$ cat src/rtl/pipe_stall_ctrl.sv
// Pipeline stall controller for the five-stage core.
// Merges ID/EX single-cycle stall requests with a multi-cycle EX hold engine,
// applies the flush override and keeps a saturating count of stalled cycles.
module pipe_stall_ctrl #(
   parameter int CNT_WIDTH  = 6,
   parameter int STAT_WIDTH = 16
) (
   input  logic                  clk,
   input  logic                  rst,
   input  logic                  stallreq_from_id,
   input  logic                  stallreq_from_ex,
   input  logic                  ex_multi_start,
   input  logic [CNT_WIDTH-1:0]  ex_multi_cycles,
   input  logic                  flush,
   output logic [5:0]            stall,
   output logic                  multi_busy_o,
   output logic                  multi_done_o,
   output logic [STAT_WIDTH-1:0] stall_cycles_o
);

   typedef enum logic [1:0] {
      IDLE = 2'd0,
      BUSY = 2'd1,
      DONE = 2'd2
   } state_t;

   // PC, IF, ID, EX held; MEM/WB keep draining.
   localparam logic [5:0] STALL_EX   = 6'b001111;
   // PC, IF, ID held; the bubble enters EX.
   localparam logic [5:0] STALL_ID   = 6'b000111;
   localparam logic [5:0] STALL_NONE = 6'b000000;

   localparam logic [CNT_WIDTH-1:0]  CNT_ONE  = CNT_WIDTH'(1);
   localparam logic [STAT_WIDTH-1:0] STAT_MAX = {STAT_WIDTH{1'b1}};

   state_t                  state_q, state_d;
   logic [CNT_WIDTH-1:0]    cnt_q, cnt_d;
   logic [STAT_WIDTH-1:0]   stat_q;
   logic                    accept;

   // A start is only taken while the engine is idle and no flush is pending.
   assign accept = ex_multi_start & (state_q == IDLE) & ~flush;

   // Engine state and hold counter; asynchronous reset returns to IDLE at once.
   always_ff @(posedge clk or posedge rst) begin
      if (rst) begin
         state_q <= IDLE;
         cnt_q   <= '0;
      end else begin
         state_q <= state_d;
         cnt_q   <= cnt_d;
      end
   end

   // Next-state logic: flush aborts any operation without a done pulse.
   always_comb begin
      state_d = state_q;
      cnt_d   = cnt_q;
      if (flush) begin
         state_d = IDLE;
         cnt_d   = '0;
      end else begin
         unique case (state_q)
            IDLE: begin
               if (accept) begin
                  if (ex_multi_cycles != '0) begin
                     state_d = BUSY;
                     cnt_d   = ex_multi_cycles;
                  end else begin
                     state_d = DONE;
                     cnt_d   = '0;
                  end
               end
            end
            BUSY: begin
               // Counter holds the number of BUSY cycles still to go, this one included.
               if (cnt_q <= CNT_ONE) begin
                  state_d = DONE;
                  cnt_d   = '0;
               end else begin
                  cnt_d = cnt_q - CNT_ONE;
               end
            end
            DONE: begin
               state_d = IDLE;
               cnt_d   = '0;
            end
            default: begin
               state_d = IDLE;
               cnt_d   = '0;
            end
         endcase
      end
   end

   // Stall vector by priority: flush, then EX-side hold, then ID load-use.
   always_comb begin
      stall = STALL_NONE;
      if (flush) begin
         stall = STALL_NONE;
      end else if (accept || (state_q == BUSY) || stallreq_from_ex) begin
         stall = STALL_EX;
      end else if (stallreq_from_id) begin
         stall = STALL_ID;
      end
   end

   // Saturating count of cycles in which any stage was stopped.
   always_ff @(posedge clk or posedge rst) begin
      if (rst) begin
         stat_q <= '0;
      end else if ((stall != STALL_NONE) && (stat_q != STAT_MAX)) begin
         stat_q <= stat_q + STAT_WIDTH'(1);
      end
   end

   assign multi_busy_o   = (state_q == BUSY);
   assign multi_done_o   = (state_q == DONE) & ~flush;
   assign stall_cycles_o = stat_q;

endmodule

$ cat config.mk
export PLATFORM = sky130hd
export DESIGN_NAME = pipe_stall_ctrl
export DESIGN_NICKNAME = d
export VERILOG_FILES = /design/src/rtl/pipe_stall_ctrl.sv
export SDC_FILE = /design/constraint.sdc
export NUM_CORES = 1
export LEC_CHECK = 0
export CAP_MARGIN = 20
export CORE_AREA = 4 4 48 59
export CTS_BUF_LIST = sky130_fd_sc_hd__clkbuf_4
export DETAILED_ROUTE_END_ITERATION = 6
export DIE_AREA = 0 0 52 63
export DONT_BUFFER_PORTS = 1
export PLACE_DENSITY = 0.74
export SLEW_MARGIN = 40
export SYNTH_ARGS = -nofsm -noshare
export SYNTH_HDL_FRONTEND = slang
export SYNTH_SLANG_ARGS = --single-unit
$ cat constraint.sdc
create_clock -name clk -period 2 [get_ports clk]
set_clock_uncertainty 0.1 [all_clocks]
set_input_delay 0.1 -clock clk [delete_from_list [all_inputs] [get_ports clk]]
set_output_delay 0.1 -clock clk [all_outputs]
set_load 0.02 [all_outputs]
Word-level counts from Yosys, hierarchy flattened --
Cells that the tools add are included.
Operators by class: magnitude comparators 1, bitwise operators 4, eq/ne operators 5, add/subtract/negate cells 2, multiplexer cells 13, reductions and logical operators 7
Operator list (count):
- 6-bit two-way mux | 4
- 16-bit by 1-bit adder with 16-bit output, second input constant | 1
- 16-bit inequality test, second input constant | 1
- 6-bit one-hot mux with 2 select lines | 1
- 6-bit nonzero test | 2
- 2-bit two-way mux | 4
- 4-bit two-way mux | 2
- 6-bit by 1-bit <= comparator with 1-bit output, second input constant | 1
- 6-bit by 1-bit subtractor with 6-bit output, second input constant | 1
- 2-bit one-hot mux with 2 select lines | 1
- 1-bit AND | 3
- 3-bit two-way mux | 1
- 3-bit by 2-bit inequality test with 1-bit output, second input constant | 1
- 3-bit inequality test, second input constant | 1
- 2-bit by 1-bit == test with 1-bit output, second input constant | 1
- 2-bit == test, second input constant | 1
- 2-bit logical NOT | 1
- 1-bit logical OR | 2
- 2-bit AND reduction | 1
- 1-bit logical AND | 1
- 1-bit NOT | 1
Storage, ports and cells: output and inout bits 24, bits in registers 24, word-level logic and storage cells 35

Logic depth before layout (Yosys ltp) --
Gate-level depths: netlist of the first run.
depth in word-level cells 9, depth in mapped cells 6

Least setup slack after synthesis of the first run --
Ideal clock, no wire load.
path type register -> register, start reg stat_q[0] (netlist: stall_cycles_o[0]), end reg stat_q[1] (netlist: stall_cycles_o[1]), setup time 125 ps, cell stages (with the launch flop) 6, data arrival time 1649 ps, period minus slack after synthesis 1873 ps, required time 1775 ps, slack 127 ps, path through dfrtp_1 > ha_1 > and3_1 > nand3_1 > o21ai_1 > mux2_2
Between the ends: longest elaborated chain between the ends 2, elaborated cells on any way between the ends 3, classes of those cells add/sub: 1; eq/ne: 1; reduce/logical: 1
RTL lines:
- start, declared | RTL line 38 | logic [STAT_WIDTH-1:0] stat_q;
- start signal, assigned | RTL line 113 | stat_q <= stat_q + STAT_WIDTH'(1);
- branches (longest 2 deep; another with 16-bit by 1-bit adder with 16-bit output)
Parallel ways; which one is timed is not known. A chain may end at the register's enable or synchronous reset.

Worst setup path after layout of the first run --
start reg cnt_q[1], end reg cnt_q[3]
Between the ends: longest elaborated chain between the ends 4, elaborated cells on any way between the ends 5, classes of those cells add/sub: 1; order compare: 1; mux: 3
RTL lines:
- start, declared | RTL line 37 | logic [CNT_WIDTH-1:0] cnt_q, cnt_d;
- start signal, assigned | RTL line 51 | cnt_q <= cnt_d;
- 6-bit by 1-bit subtractor with 6-bit output / 6-bit by 1-bit <= comparator with 1-bit output (equally long branches) | RTL line 81, 77
- 6-bit two-way mux * | RTL line 77 | if (cnt_q <= CNT_ONE) begin
- 6-bit one-hot mux with 2 select lines * | RTL line 63 | unique case (state_q)
- 6-bit two-way mux * | RTL line 59 | if (flush) begin
Mark *: on every way between the ends. The rest lies on a longest branch, timed or not.

==> metrics.cfg, run 1 <==
[finish]
drive_above_1_share_pct = 21.2
stdcell_count = 196
nets = 181
register_area_sq_um = 602
num_antenna_cells = 0
multi_input_comb_area_sq_um = 751
fin_util_pct = 74.8
syn_to_final_growth_pct = 19.6
fillers = 172

[floorplanning]
die-area_sq_um = 3280
core_area_sq_um = 2260
chipHeight_um = 63
pin_count = 36
die_w_um = 52
initial_core_util_pct = 62.5
rows = 19

[setup_path]
rr_startpoint = cnt_q[1]$_DFFE_PP0P_
crit_path_start_kind = flop
cp_max_fo = 6
r2r_setup_slack_ns = 0.08
crit_chain = inv_1, ha_1, nor2_1, o31ai_4, or3b_2, a21oi_1
path_delay_family = simple AND/OR/NAND/NOR gates
critPathSlowestCell = dfrtp_1
cp_num_buf_inv = 1
critical-path-max-stage-delay_ns = 0.46
crit_start = cnt_q[1]$_DFFE_PP0P_
cp.depth = 6
cp-end-kind = flop
cp.required_ns = 2.16
critPathArrivalTime_ns = 2.08
worstRegToRegCells = 6
cp-endpoint = cnt_q[3]$_DFFE_PP0P_
path_class = reg2reg
r2r-end = cnt_q[3]$_DFFE_PP0P_

[timing]
drv_slew = 0
setup_ws_ns = 0.0777
relSlewSlack_pct = 66.0
hold_slack_ns = -0.00953
setup_viol = 0
worst_pin_slew_ns = 0.505
period_needed_ns = 1.92
fin_crit_sh_pct = 96.1
hold_viol_final = 2
max_freq_ghz = 0.520

[global_route]
grt_pass1_vias = 1266
grt_max_degree = 25
grt_usage_pct = 21.6
grt_first_pass_wirelength_um = 5460
grt_overflow = 0
grt_antenna_before_repair = 0

[hold_path]
hold_path_class = in2reg
hold_start = ex_multi_cycles[1]

[status]
status = finished with violations
violations = negative hold slack

[route]
ant_nets = 0
drt_wl_total_um = 3290
drt-pass1-iter-count = 4
drtIter0Drc = 29
via_per_inst = 6.03
detailroute.via_count = 1182
route.detailed.drc = 0
post_drt_wl_per_cell_um = 16.8

[placed_design]
gp_congestion = 0.807
dp_hpwl_um = 2500
dp_worst_setup_slack_ns = 0.104
port_buffers = 0
dp_cells = 184

[cts]
clock_sinks = 24
clock_latency_ns = 0.32
cts-root-buf = clkbuf_4
tritoncts = yes
cts_buffers = 3
cts_setup_buffers = 0
ctsLongestPathBuffers = 2
htreeDepth = 1
clkTransAtPathRegs_ns = 0.13

[power_and_ir_drop]
p_leak_nw = 0.742
total_power_mw = 1.57
peakVddDrop_mv = 0.755
power.density_nw_per_um2 = 928

[synth]
yosysSeqAreaShare_pct = 42.5
syn_area_per_cell_sq_um = 10.2
syn_inst = 139
yosysTopAreaCellShare_pct = 42.5
synth_edf_count = 0
ys_warn_count = 0
syn-cell-area_sq_um = 1410
yosys-top-cells-area = dfrtp_1, xnor2_1, nand4_1
postSynth.asyncResetShare_pct = 100
synth_seq_cells = 24
synth_cell_types = 44
synth_ff_type = dfrtp_1
yosys.area.top_type = dfrtp_1

[job]
maxCapViolations = 0

cell families (layout without fill, tap and decap cells):
logic type               after synthesis  in the layout  share of synthesized area, %
XOR/XNOR                              16             16                          9.92
other                                  1              2                         0.265
multiplexers                           5              5                          3.63
AND/OR/NAND/NOR                       52             52                          21.0
flip-flops                            24             24                          42.5
AO/OA/AOI/OAI                         27             27                          15.4
adder cells (fa/ha/maj)                3              3                          2.66
buffers and inverters                 11             36                          4.60
how the worst min path moves through the flow:
stage | slack (ns) | end | cells after the start
floorplan | 0.01 | cnt_q[0]$_DFFE_PP0P_ | 1
global placement | -0.05 | stall_cycles_o[7]$_DFFE_PP0P_ | 2
detailed placement | -0.04 | stall_cycles_o[7]$_DFFE_PP0P_ | 2
CTS | 0.003 | cnt_q[4]$_DFFE_PP0P_ | 2
global route | 0.005 | cnt_q[0]$_DFFE_PP0P_ | 3
finish | -0.01 | cnt_q[1]$_DFFE_PP0P_ | 3
stage by stage:
step / TNS (ns) / cell area, sq um
global route: -0.00990 / 1690
finish: 0 / 1690
global placement: 0 / 1560
CTS: 0 / 1670
floorplan: 0 / 1420
detailed placement: 0 / 1560
what timing repair did:
item,4_1_cts,5_1_grt
setup endpoints to repair,0,1
resized for setup,0,1
endpoints found under the hold margin,41,2
hold buffers,6,2
power breakdown:
part           switching [mW]  internal (mW)  leakage (nW)  total (mW)
Clock                   0.152          0.203        0.0279       0.355
Sequential              0.102          0.567         0.318       0.669
Combinational           0.302          0.241         0.397       0.544
cell type report:
| cell class | count | share of cell area [%] |
|---|---|---|
| clock buffer | 3 | 1.33 |
| clock inverter | 1 | 1.78 |
| inverter | 4 | 0.889 |
| multi-input combinational | 105 | 44.4 |
| sequential | 24 | 35.6 |
| tap | 31 | 2.30 |
| timing repair buffer | 28 | 13.6 |
tightest hold or removal path: cells and delay by family:
family	cells	cell delay (ns)
muxes	1	0.05
AOI/OAI and AO/OA	1	0.12
and+or+nand+nor	1	0.12
synth_stat cells (3+ instances only):
| library cell | count |
|---|---|
| a21oi_1 | 5 |
| and3_1 | 6 |
| buf_4 | 4 |
| dfrtp_1 | 24 |
| ha_1 | 3 |
| inv_1 | 4 |
| mux2i_1 | 4 |
| nand2_1 | 5 |
| nand3_1 | 5 |
| nand4_1 | 7 |
| nor2_1 | 11 |
| nor3b_1 | 3 |
| o211ai_1 | 4 |
| o21a_1 | 3 |
| xnor2_1 | 16 |
registers in the layout, indices dropped and copies added (netlist names):
name / count
state_q: 2
cnt_q: 6
stall_cycles_o: 16
metal layers:
layer	track usage, %	part of all wire [%]
met5	0	0
met4	10.2	2.0
met3	5.25	4.7
met2	40.4	57
met1	21.0	36
layout by cell type (no fill, tap or decap), drive strengths merged, types with 4 or more instances in the layout:
cell,instances
nor2,11
a21oi,6
mux2i,4
buf,20
o211ai,4
nand2,5
inv,4
xnor2,16
nand4,7
dfrtp,24
nand3,5
and3,6
dlygate4sd3,8
No activity file was read; power rests on OpenSTA's default activity.
==> run 2: changes to the inputs <==
--- a/config.mk
+++ b/config.mk
@@ -12,6 +12,7 @@
 export DIE_AREA = 0 0 52 63
 export DONT_BUFFER_PORTS = 1
 export PLACE_DENSITY = 0.74
+export REMOVE_ABC_BUFFERS = 1
 export SLEW_MARGIN = 40
 export SYNTH_ARGS = -nofsm -noshare
 export SYNTH_HDL_FRONTEND = slang
==> run 2 against run 1 <==
Cell count shrank 2.0%. Hold slack better by 0.037 ns. Non-clock buffer count fell by 4. Register-to-register slack better by 0.09 ns. Setup slack better by 0.092 ns. Final area down 3.3%. The flow now finishes without violations. Critical path depth fell by 2. Power down 9.9%. Largest cell class unchanged. First-iteration DRC count down 48%. Fmax up 5.0%. Sequential share of layout area rose by 1.2 points.
==> metrics.cfg, run 2 (synthesis results as in run 1) <==
[floorplanning]
pin_count = 36  ; unchanged
core_area_sq_um = 2260  ; unchanged
chipHeight_um = 63  ; unchanged
die-area_sq_um = 3280  ; unchanged
die_w_um = 52  ; unchanged
rows = 19  ; unchanged
initial_core_util_pct = 62.5  ; unchanged

[finish]
fin_util_pct = 72.3  ; -2.5 points
syn_to_final_growth_pct = 15.6
most-common-layout-cells = dfrtp_1, buf_4, xnor2_1
largest_reg_flops = 16  ; unchanged
final_area_sq_um = 1630  ; -3.3%
drive_above_1_share_pct = 19.9  ; -1.3 points
final_common_cell = dfrtp_1
num_antenna_cells = 0  ; unchanged
nets = 177  ; -2.2%
fillers = 185  ; +7.6%

[setup_path]
path_delay_family = simple AND/OR/NAND/NOR gates
cp_num_buf_inv = 0  ; -1
critPathArrivalTime_ns = 1.98  ; -0.10 ns
cp.required_ns = 2.15  ; about the same
cp_max_fo = 6  ; unchanged
path_class = reg2reg
cp-end-kind = flop
crit_chain = or3_4, or4_1, a21oi_1, o21a_1
crit_path_start_kind = flop
critPathSlowestCell = dfrtp_1
critical-path-max-stage-delay_ns = 0.48  ; +0.02 ns

[job]
maxCapViolations = 0  ; unchanged

[route]
drtIter0Drc = 15  ; -48%
drt_wl_total_um = 3000  ; -8.7%
route.detailed.drc = 0  ; unchanged
post_drt_wl_per_cell_um = 15.6  ; -6.8%
detailroute.via_count = 1140  ; -3.6%
ant_nets = 0  ; unchanged
via_per_inst = 5.94  ; -1.5%
drt-pass1-iter-count = 4  ; unchanged

[power_and_ir_drop]
peakVddDrop_mv = 0.617  ; -18%
p_leak_nw = 0.708  ; -4.6%
total_power_mw = 1.41  ; -9.9%
power.density_nw_per_um2 = 865  ; -6.8%

[global_route]
grt_usage_pct = 21.1  ; -0.54 points
grt_pass1_vias = 1246  ; -1.6%
grt_overflow = 0  ; unchanged
grt_first_pass_wirelength_um = 5430  ; -0.62%
grt_antenna_before_repair = 0  ; unchanged
grt_max_degree = 25  ; unchanged

[status]
status = complete, no violations

[cts]
htreeDepth = 1  ; unchanged
cts_setup_buffers = 0  ; unchanged
cts-root-buf = clkbuf_4
ctsLongestPathBuffers = 2  ; unchanged
clock_sinks = 24  ; unchanged
cts_buffers = 3  ; unchanged
clkTransAtPathRegs_ns = 0.13  ; about the same
tritoncts = yes
clock_latency_ns = 0.30  ; -0.02 ns

[timing]
setup_viol = 0  ; unchanged
period_needed_ns = 1.83  ; -0.0922 ns
drv_slew = 0  ; unchanged
hold_viol_final = 0  ; -2
fin_crit_sh_pct = 91.5  ; -4.6 points
max_freq_ghz = 0.546  ; +5.0%
rsz0062_at_grt = no

[placed_design]
dp_hpwl_um = 2350  ; -5.7%
placed_cell_area_sq_um = 1530  ; -1.4%
gp_congestion = 0.792  ; -1.9%
port_buffers = 0  ; unchanged

[hold_path]
hold_path_class = in2reg

## run 2: cell count changes in the layout (fill, tap and decap cells not counted), sizes merged
cell | previous run | this run
clkinv | 0 | 1
bufinv | 1 | 0
dlygate4sd3 | 8 | 7
buf | 20 | 17
## run 2: worst reg2reg max path, stage by stage, from the launching register on
cell	delay (ns)
dfrtp_1	0.48
or3_4	0.44
or4_1	0.41
a21oi_1	0.21
o21a_1	0.15
## run 2: path summary, 6_finish.rpt
| kind | startpoint | end | slack (ns) | depth (start not counted) |
|---|---|---|---|---|
| max in group asynchronous | rst | cnt_q[0]$_DFFE_PP0P_ | 1.40 | 3 |
| worst max-delay path | cnt_q[2]$_DFFE_PP0P_ | cnt_q[5]$_DFFE_PP0P_ | 0.17 | 4 |
| min in group asynchronous | rst | cnt_q[2]$_DFFE_PP0P_ | 0.16 | 3 |
| worst min register to register | cnt_q[4]$_DFFE_PP0P_ | cnt_q[4]$_DFFE_PP0P_ | 0.44 | 1 |
| worst min-delay path | ex_multi_cycles[2] | cnt_q[2]$_DFFE_PP0P_ | 0.03 | 3 |
| worst max register to register | cnt_q[2]$_DFFE_PP0P_ | cnt_q[5]$_DFFE_PP0P_ | 0.17 | 4 |
## run 2: power breakdown
group / total (mW) / internal (mW) / switching [mW]
sequential: 0.673 / 0.566 / 0.107
clock: 0.205 / 0.0727 / 0.133
combinational: 0.534 / 0.242 / 0.292
## run 2: final cells by class
class,count,area [sq um],share of cell area [%]
clock buffers,3,22.5,1.38
clock inverters,1,3.75,0.230
inverters,4,15.0,0.920
multi-input cells,105,753,46.1
flip-flops and latches,24,602,36.9
well taps,31,38.8,2.38
repair buffers,24,198,12.1
## run 2: stage by stage
stage	instances	TNS, ns	setup slack [ns]	hold WS, ns
floorplan	133	-0.343	-0.197	0.0146
global placement	181	0	0.205	-0.0514
detailed placement	181	0	0.124	-0.0465
CTS	192	0	0.0963	0.00970
global route	192	0	0.0746	0.0193
finish	192	0	0.170	0.0276
## run 2: timing repair
action,CTS,global route
setup endpoints to repair,0,1
gates resized for setup,0,2
hold buffers,7,0
hold endpoints to repair,41,0
## run 2: layer usage
layer	GRT usage [%]	share of wire [%]	vias up
li1	-	-	548
met1	22.5	37	568
met2	39.8	57	20
met3	4.30	4.5	4
met4	5.90	1.1	0
met5	0	0	-
